### src/rtl/fb_fill_sequencer.sv
// fb_fill_sequencer: clipped row-major rectangle fill with optional 32-bit transparency pattern; command in (cmd_*), framebuffer write port out (fb_wr_*), status busy/done/aborted/pixel_count
module fb_fill_sequencer #(
  parameter int RESOLUTION_X = 400,
  parameter int RESOLUTION_Y = 300,
  parameter int PALETTE_LENGTH = 256,
  localparam int XW = $clog2(RESOLUTION_X),
  localparam int YW = $clog2(RESOLUTION_Y),
  localparam int IW = $clog2(PALETTE_LENGTH),
  localparam int CW = $clog2(RESOLUTION_X * RESOLUTION_Y + 1)
) (
  input  logic          clk,
  input  logic          reset,
  input  logic          cmd_valid,
  output logic          cmd_ready,
  input  logic [XW-1:0] cmd_x0,
  input  logic [YW-1:0] cmd_y0,
  input  logic [XW:0]   cmd_w,
  input  logic [YW:0]   cmd_h,
  input  logic [IW-1:0] cmd_index,
  input  logic [31:0]   cmd_pattern,
  input  logic          cmd_pattern_en,
  input  logic          abort,
  output logic [XW-1:0] fb_wr_x,
  output logic [YW-1:0] fb_wr_y,
  output logic [IW-1:0] fb_wr_index,
  output logic          fb_wr_en,
  input  logic          fb_wr_ready,
  output logic          busy,
  output logic          done,
  output logic          aborted,
  output logic [CW-1:0] pixel_count
);
  typedef enum logic [1:0] {IDLE, CLIP, RUN, DONE} state_t;
  localparam logic [XW+1:0] RX2 = (XW+2)'(RESOLUTION_X);
  localparam logic [YW+1:0] RY2 = (YW+2)'(RESOLUTION_Y);
  localparam logic [XW:0]   RX1 = (XW+1)'(RESOLUTION_X);
  localparam logic [YW:0]   RY1 = (YW+1)'(RESOLUTION_Y);
  state_t state, state_d;
  logic [XW-1:0] x0_q, x0_d, x_d, nx;
  logic [YW-1:0] y0_q, y0_d, y_d, ny;
  logic [XW:0]   w_q, w_d, x_end_q, x_end_d, x_end_c, x_inc;
  logic [YW:0]   h_q, h_d, y_end_q, y_end_d, y_end_c, y_inc;
  logic [XW+1:0] x_sum;
  logic [YW+1:0] y_sum;
  logic [IW-1:0] idx_q, idx_d, wr_idx_d;
  logic [31:0]   pat_q, pat_d;
  logic [4:0]    off_n;
  logic [CW-1:0] cnt_d;
  logic pen_q, pen_d, en_d, ready_d, busy_d, done_d, aborted_d;
  logic degen, x_wrap, last, opq_n, opq_0, commit;
  assign x_sum   = {2'b0, x0_q} + {1'b0, w_q};
  assign y_sum   = {2'b0, y0_q} + {1'b0, h_q};
  assign x_end_c = x_sum > RX2 ? RX1 : x_sum[XW:0];
  assign y_end_c = y_sum > RY2 ? RY1 : y_sum[YW:0];
  assign degen   = w_q == '0 || h_q == '0 || {1'b0, x0_q} >= RX1 || {1'b0, y0_q} >= RY1;
  assign x_inc   = {1'b0, fb_wr_x} + (XW+1)'(1);
  assign y_inc   = {1'b0, fb_wr_y} + (YW+1)'(1);
  assign x_wrap  = x_inc == x_end_q;
  assign last    = x_wrap && y_inc == y_end_q;
  assign nx      = x_wrap ? x0_q : x_inc[XW-1:0];
  assign ny      = x_wrap ? y_inc[YW-1:0] : fb_wr_y;
  assign off_n   = nx[4:0] - x0_q[4:0];
  assign opq_n   = !pen_q || pat_q[off_n];
  assign opq_0   = !pen_q || pat_q[0];
  assign commit  = fb_wr_en && fb_wr_ready;
  always_comb begin
    state_d = state;
    x0_d = x0_q;
    y0_d = y0_q;
    w_d = w_q;
    h_d = h_q;
    idx_d = idx_q;
    pat_d = pat_q;
    pen_d = pen_q;
    x_end_d = x_end_q;
    y_end_d = y_end_q;
    x_d = fb_wr_x;
    y_d = fb_wr_y;
    wr_idx_d = fb_wr_index;
    en_d = fb_wr_en;
    cnt_d = pixel_count;
    aborted_d = aborted;
    done_d = 1'b0;
    unique case (state)
      IDLE: if (cmd_valid) begin
        state_d = CLIP;
        x0_d = cmd_x0;
        y0_d = cmd_y0;
        w_d = cmd_w;
        h_d = cmd_h;
        idx_d = cmd_index;
        pat_d = cmd_pattern;
        pen_d = cmd_pattern_en;
        cnt_d = '0;
        aborted_d = 1'b0;
      end
      CLIP: begin
        x_end_d = x_end_c;
        y_end_d = y_end_c;
        if (abort || degen) begin
          state_d = DONE;
          done_d = 1'b1;
          aborted_d = abort;
        end else begin
          state_d = RUN;
          x_d = x0_q;
          y_d = y0_q;
          wr_idx_d = idx_q;
          en_d = opq_0;
        end
      end
      RUN: begin
        cnt_d = commit ? pixel_count + CW'(1) : pixel_count;
        if (abort || ((commit || !fb_wr_en) && last)) begin
          state_d = DONE;
          done_d = 1'b1;
          aborted_d = abort;
          en_d = 1'b0;
        end else if (commit || !fb_wr_en) begin
          x_d = nx;
          y_d = ny;
          en_d = opq_n;
        end
      end
      default: state_d = IDLE;
    endcase
    busy_d = state_d != IDLE;
    ready_d = state_d == IDLE;
  end
  always_ff @(posedge clk or negedge reset)
    if (!reset) begin
      state <= IDLE;
      x0_q <= '0;
      y0_q <= '0;
      w_q <= '0;
      h_q <= '0;
      idx_q <= '0;
      pat_q <= '0;
      pen_q <= 1'b0;
      x_end_q <= '0;
      y_end_q <= '0;
      fb_wr_x <= '0;
      fb_wr_y <= '0;
      fb_wr_index <= '0;
      fb_wr_en <= 1'b0;
      pixel_count <= '0;
      aborted <= 1'b0;
      done <= 1'b0;
      busy <= 1'b0;
      cmd_ready <= 1'b1;
    end else begin
      state <= state_d;
      x0_q <= x0_d;
      y0_q <= y0_d;
      w_q <= w_d;
      h_q <= h_d;
      idx_q <= idx_d;
      pat_q <= pat_d;
      pen_q <= pen_d;
      x_end_q <= x_end_d;
      y_end_q <= y_end_d;
      fb_wr_x <= x_d;
      fb_wr_y <= y_d;
      fb_wr_index <= wr_idx_d;
      fb_wr_en <= en_d;
      pixel_count <= cnt_d;
      aborted <= aborted_d;
      done <= done_d;
      busy <= busy_d;
      cmd_ready <= ready_d;
    end
endmodule

### config.mk
export PLATFORM = sky130hd
export DESIGN_NAME = fb_fill_sequencer
export DESIGN_NICKNAME = d
export VERILOG_FILES = /design/src/rtl/fb_fill_sequencer.sv
export SDC_FILE = /design/constraint.sdc
export NUM_CORES = 1
export LEC_CHECK = 0
export BUFFER_PORTS_ARGS = -buffer_cell sky130_fd_sc_hd__buf_2
export CAP_MARGIN = 0
export CORE_MARGIN = 5
export CORE_UTILIZATION = 29
export CTS_CLUSTER_DIAMETER = 50
export DETAILED_ROUTE_END_ITERATION = 8
export PLACE_DENSITY_LB_ADDON = 0.25
export SYNTH_ARGS = -nofsm -noshare
export SYNTH_HDL_FRONTEND = slang
export SYNTH_SLANG_ARGS = --single-unit
export TNS_END_PERCENT = 50
### constraint.sdc
create_clock -name clk -period 9.5 [get_ports clk]
set_input_delay 0 -clock clk [delete_from_list [all_inputs] [get_ports clk]]
set_output_delay 0 -clock clk [all_outputs]
set_load 0.02 [all_outputs]
==> load_flow_metrics.sql <==
INSERT INTO impl_metrics (metric_group, metric, value, unit) VALUES
('synth', 'synth-compound-area-share', '0.138', ''),
('synth', 'number_of_enable_flip_flop_cells_after_synthesis', '0', ''),
('timing', 'final_critical_path_setup_slack', '4.47', 'ns'),
('timing', 'slew_headroom', '0.317', ''),
('clock_tree', 'clkTransAtPathRegs', '0.07', 'ns'),
('synth', 'post_synth.cell_area_avg', '10.9', 'um2'),
('worst_setup_path', 'worst_setup_path_end_kind', 'flop', ''),
('worst_setup_path', 'critPathKind', 'flop to flop', ''),
('drt', 'detailedRoute.firstPassIterationCount', '4', ''),
('timing', 'skew', '0.0153', 'ns'),
('synth', 'largest_cells_by_area_after_synthesis', 'sky130_fd_sc_hd__dfrtp_1 45%, sky130_fd_sc_hd__mux2_2 12%, sky130_fd_sc_hd__ha_1 4.4%', ''),
('timing', 'achievable-frequency', '199', 'MHz'),
('worst_setup_path', 'cpPeakStageDelay', '0.72', 'ns'),
('place', 'buffer_ports.inserted', '131', ''),
('synth', 'synth_seq_area_share', '0.453', ''),
('worst_setup_path', 'critical_path.top_delay_family', 'adder cells', ''),
('timing', 'report.final.hold_viol_count', '0', ''),
('timing', 'timing.final.crit_period', '5.03', 'ns'),
('global_routing', 'grt_first_pass_wirelength', '35.8', 'mm'),
('synth', 'mappedNetlistNets', '868', ''),
('synth', 'netlist_instances', '752', ''),
('global_routing', 'grt_antenna_before_repair', '2', ''),
('clock_tree', 'cts.htree.levels', '4', ''),
('drt', 'drtIter0Drc', '268', ''),
('status', 'outcome', 'complete, no violations', ''),
('synth', 'synth_top_area_share', '0.450', ''),
('floorplanning', 'top_ports', '132', ''),
('drt', 'totalWireLength', '22.0', 'mm'),
('timing', 'finalSetupViolations', '0', ''),
('timing', 'grt_setup_unrepaired', 'no', ''),
('global_routing', 'overflow', '0', ''),
('finish', 'final_cell_area', '0.0106', 'mm2'),
('worst_setup_path', 'crit_path_max_fanout', '10', ''),
('synth', 'muxShareOfSynthArea', '0.153', ''),
('place', 'final_gp_congestion', '0.840', ''),
('clock_tree', 'cts_resized', '0', ''),
('floorplanning', 'floorplan.initialDensity', '0.295', ''),
('clock_tree', 'tritoncts', 'yes', ''),
('finish', 'fillers', '2742', ''),
('clock_tree', 'setup_bufs_post_cts', '0', ''),
('synth', 'library_cell_with_the_largest_summed_area_after_synthesis', 'sky130_fd_sc_hd__dfrtp_1', ''),
('drt', 'drtAntennaViolNets', '0', ''),
('timing', 'fin_crit_sh', '0.530', ''),
('worst_setup_path', 'critical_path_rt', '9.79', 'ns'),
('global_routing', 'grt_use_total', '0.143', ''),
('floorplanning', 'core', '0.0279', 'mm2'),
('finish', 'layout_cells_excl_fill', '1351', ''),
('floorplanning', 'die_y', '178', 'um'),
('synth', 'syn-cell-area', '0.00823', 'mm2'),
('worst_setup_path', 'crit_start_category', 'flop', ''),
('worst_setup_path', 'path_cells', 'ha_1, xnor2_1, xnor2_1, nor4b_1, o211ai_1, or2_1, o21ai_0, ha_1, inv_1, fa_1, mux4_2, mux4_2, nor3b_1, o31ai_1, a31oi_1', ''),
('clock_tree', 'clk_path_buf_depth', '2', ''),
('worst_setup_path', 'critical_path_arrival', '5.33', 'ns'),
('synth', 'synth_top_family_by_area', 'multiplexers', ''),
('synth', 'post-synth-top-count-cell', 'sky130_fd_sc_hd__dfrtp_1', ''),
('finish', 'area_delta_synth_final', '29.3', '%'),
('clock_tree', 'clock_sinks', '149', ''),
('synth', 'synth_common_cells', '148 x sky130_fd_sc_hd__dfrtp_1, 89 x sky130_fd_sc_hd__mux2_2, 58 x sky130_fd_sc_hd__nor2_1', ''),
('timing', 'tightest_slew', '1.02', 'ns'),
('pwr', 'ir_worst_vdd', '0.000147', 'V'),
('place', 'dpl-instance-area', '0.00927', 'mm2'),
('timing', 'slew_viol_final', '0', ''),
('floorplanning', 'dieArea', '0.0318', 'mm2'),
('finish', 'multi_input_comb_area', '0.00427', 'mm2'),
('synth', 'ys_warn_count', '0', ''),
('pwr', 'powerDensity', '374', 'mW/mm2'),
('synth', 'postSynth.asyncResetShare', '1.00', ''),
('synth', 'yosys_register_bits', '149', ''),
('clock_tree', 'holdBufCountCts', '81', ''),
('place', 'placement.setup.worst_slack', '4.50', 'ns'),
('finish', 'layout.nets', '1074', '');
-- registers in the layout, indices dropped and copies added, names as in the netlist, 10 cells and up --
name and cells:
x_end_q 10, y_end_q 10, pat_q 32, w_q 10
h_q 10, pixel_count 17
-- stage by stage --
stage / hold slack [ns] / util / power [uW]
after floorplan: -0.296 / - / 2790
after global placement: 0.120 / 0.333 / 3320
after detailed placement: 0.120 / 0.333 / 3350
after CTS: 0.0773 / 0.381 / 4030
after global routing: 0.124 / 0.382 / 4330
final: 0.0972 / 0.382 / 3980
-- logic make-up (layout without fill, tap and decap cells) --
group / after synthesis / in the layout
AO/OA/AOI/OAI: 166 / 166
XOR/XNOR: 46 / 46
adder cells (fa/ha/maj): 32 / 32
buffers and inverters: 56 / 275
flip-flops: 149 / 149
multiplexers: 102 / 102
other: 0 / 2
AND/OR/NAND/NOR: 201 / 201
-- power breakdown --
group / switching [uW] / internal, uW / total, uW
Clock: 300 / 342 / 642
Combinational: 1120 / 1020 / 2140
Sequential: 285 / 912 / 1200
-- per-layer routing --
metal / up-vias / wire length (um) / track usage
met3: 10 / 1190 / 0.0379
met1: 3162 / 10800 / 0.199
met4: 0 / 179 / 0.0301
met5: - / 0 / 0
met2: 143 / 9880 / 0.224
li1: 3201 / - / -
-- layout make-up --
class	count	share of cell area
Antenna cell	2	0.000471
Sequential cell	149	0.351
Tap cell	378	0.0445
Multi-Input combinational cell	547	0.402
Clock inverter	14	0.0114
Clock buffer	18	0.0404
Timing Repair Buffer	216	0.141
Inverter	27	0.00953
-- worst paths after layout --
check | end | cells past startpoint | from | slack [ns]
min reg2reg | fb_wr_index[0] | 1 | idx_q[0] | 0.50
max in group asynchronous | pat_q[7] | 3 | reset | 7.90
min in group asynchronous | pixel_count[5] | 2 | reset | 0.20
min | aborted | 5 | cmd_valid | 0.1
max | fb_wr_en | 15 | fb_wr_x[0] | 4.47
max reg2reg | fb_wr_en | 15 | fb_wr_x[0] | 4.47
-- tightest hold or removal path: stages --
cell	delay, ns
sky130_fd_sc_hd__buf_2	0.11
sky130_fd_sc_hd__nor2b_1	0.06
sky130_fd_sc_hd__nor2_1	0.15
sky130_fd_sc_hd__nand3_1	0.10
sky130_fd_sc_hd__nand2_1	0.06
-- layout by cell type, fill, tap and decap left out, types with 4 or more instances in the layout --
master                            n
sky130_fd_sc_hd__mux4_2          10
sky130_fd_sc_hd__nand3_1         16
sky130_fd_sc_hd__dlygate4sd3_1   81
sky130_fd_sc_hd__or3_1           15
sky130_fd_sc_hd__a211oi_1         4
sky130_fd_sc_hd__or4_1            4
sky130_fd_sc_hd__a21oi_1         35
sky130_fd_sc_hd__nand2_1         34
sky130_fd_sc_hd__nor2b_1          4
sky130_fd_sc_hd__a31oi_1         10
sky130_fd_sc_hd__o2bb2ai_1        4
sky130_fd_sc_hd__buf_2          130
sky130_fd_sc_hd__a22o_1           4
sky130_fd_sc_hd__o31ai_1          6
sky130_fd_sc_hd__mux2_2          89
sky130_fd_sc_hd__inv_6            4
sky130_fd_sc_hd__o21ai_0         39
sky130_fd_sc_hd__inv_1           27
sky130_fd_sc_hd__clkbuf_16       17
sky130_fd_sc_hd__nand2b_1         9
sky130_fd_sc_hd__buf_4            4
sky130_fd_sc_hd__dfrtp_1        148
sky130_fd_sc_hd__and3_1           9
sky130_fd_sc_hd__xor2_1          19
sky130_fd_sc_hd__o21a_1           7
sky130_fd_sc_hd__nor3_1          17
sky130_fd_sc_hd__xnor2_1         26
sky130_fd_sc_hd__nor2_1          58
sky130_fd_sc_hd__a21o_1          12
sky130_fd_sc_hd__ha_1            29
sky130_fd_sc_hd__a32o_1           4
sky130_fd_sc_hd__nand4_1          7
sky130_fd_sc_hd__nor4_1           9
Power figures use the tool's default switching activity.
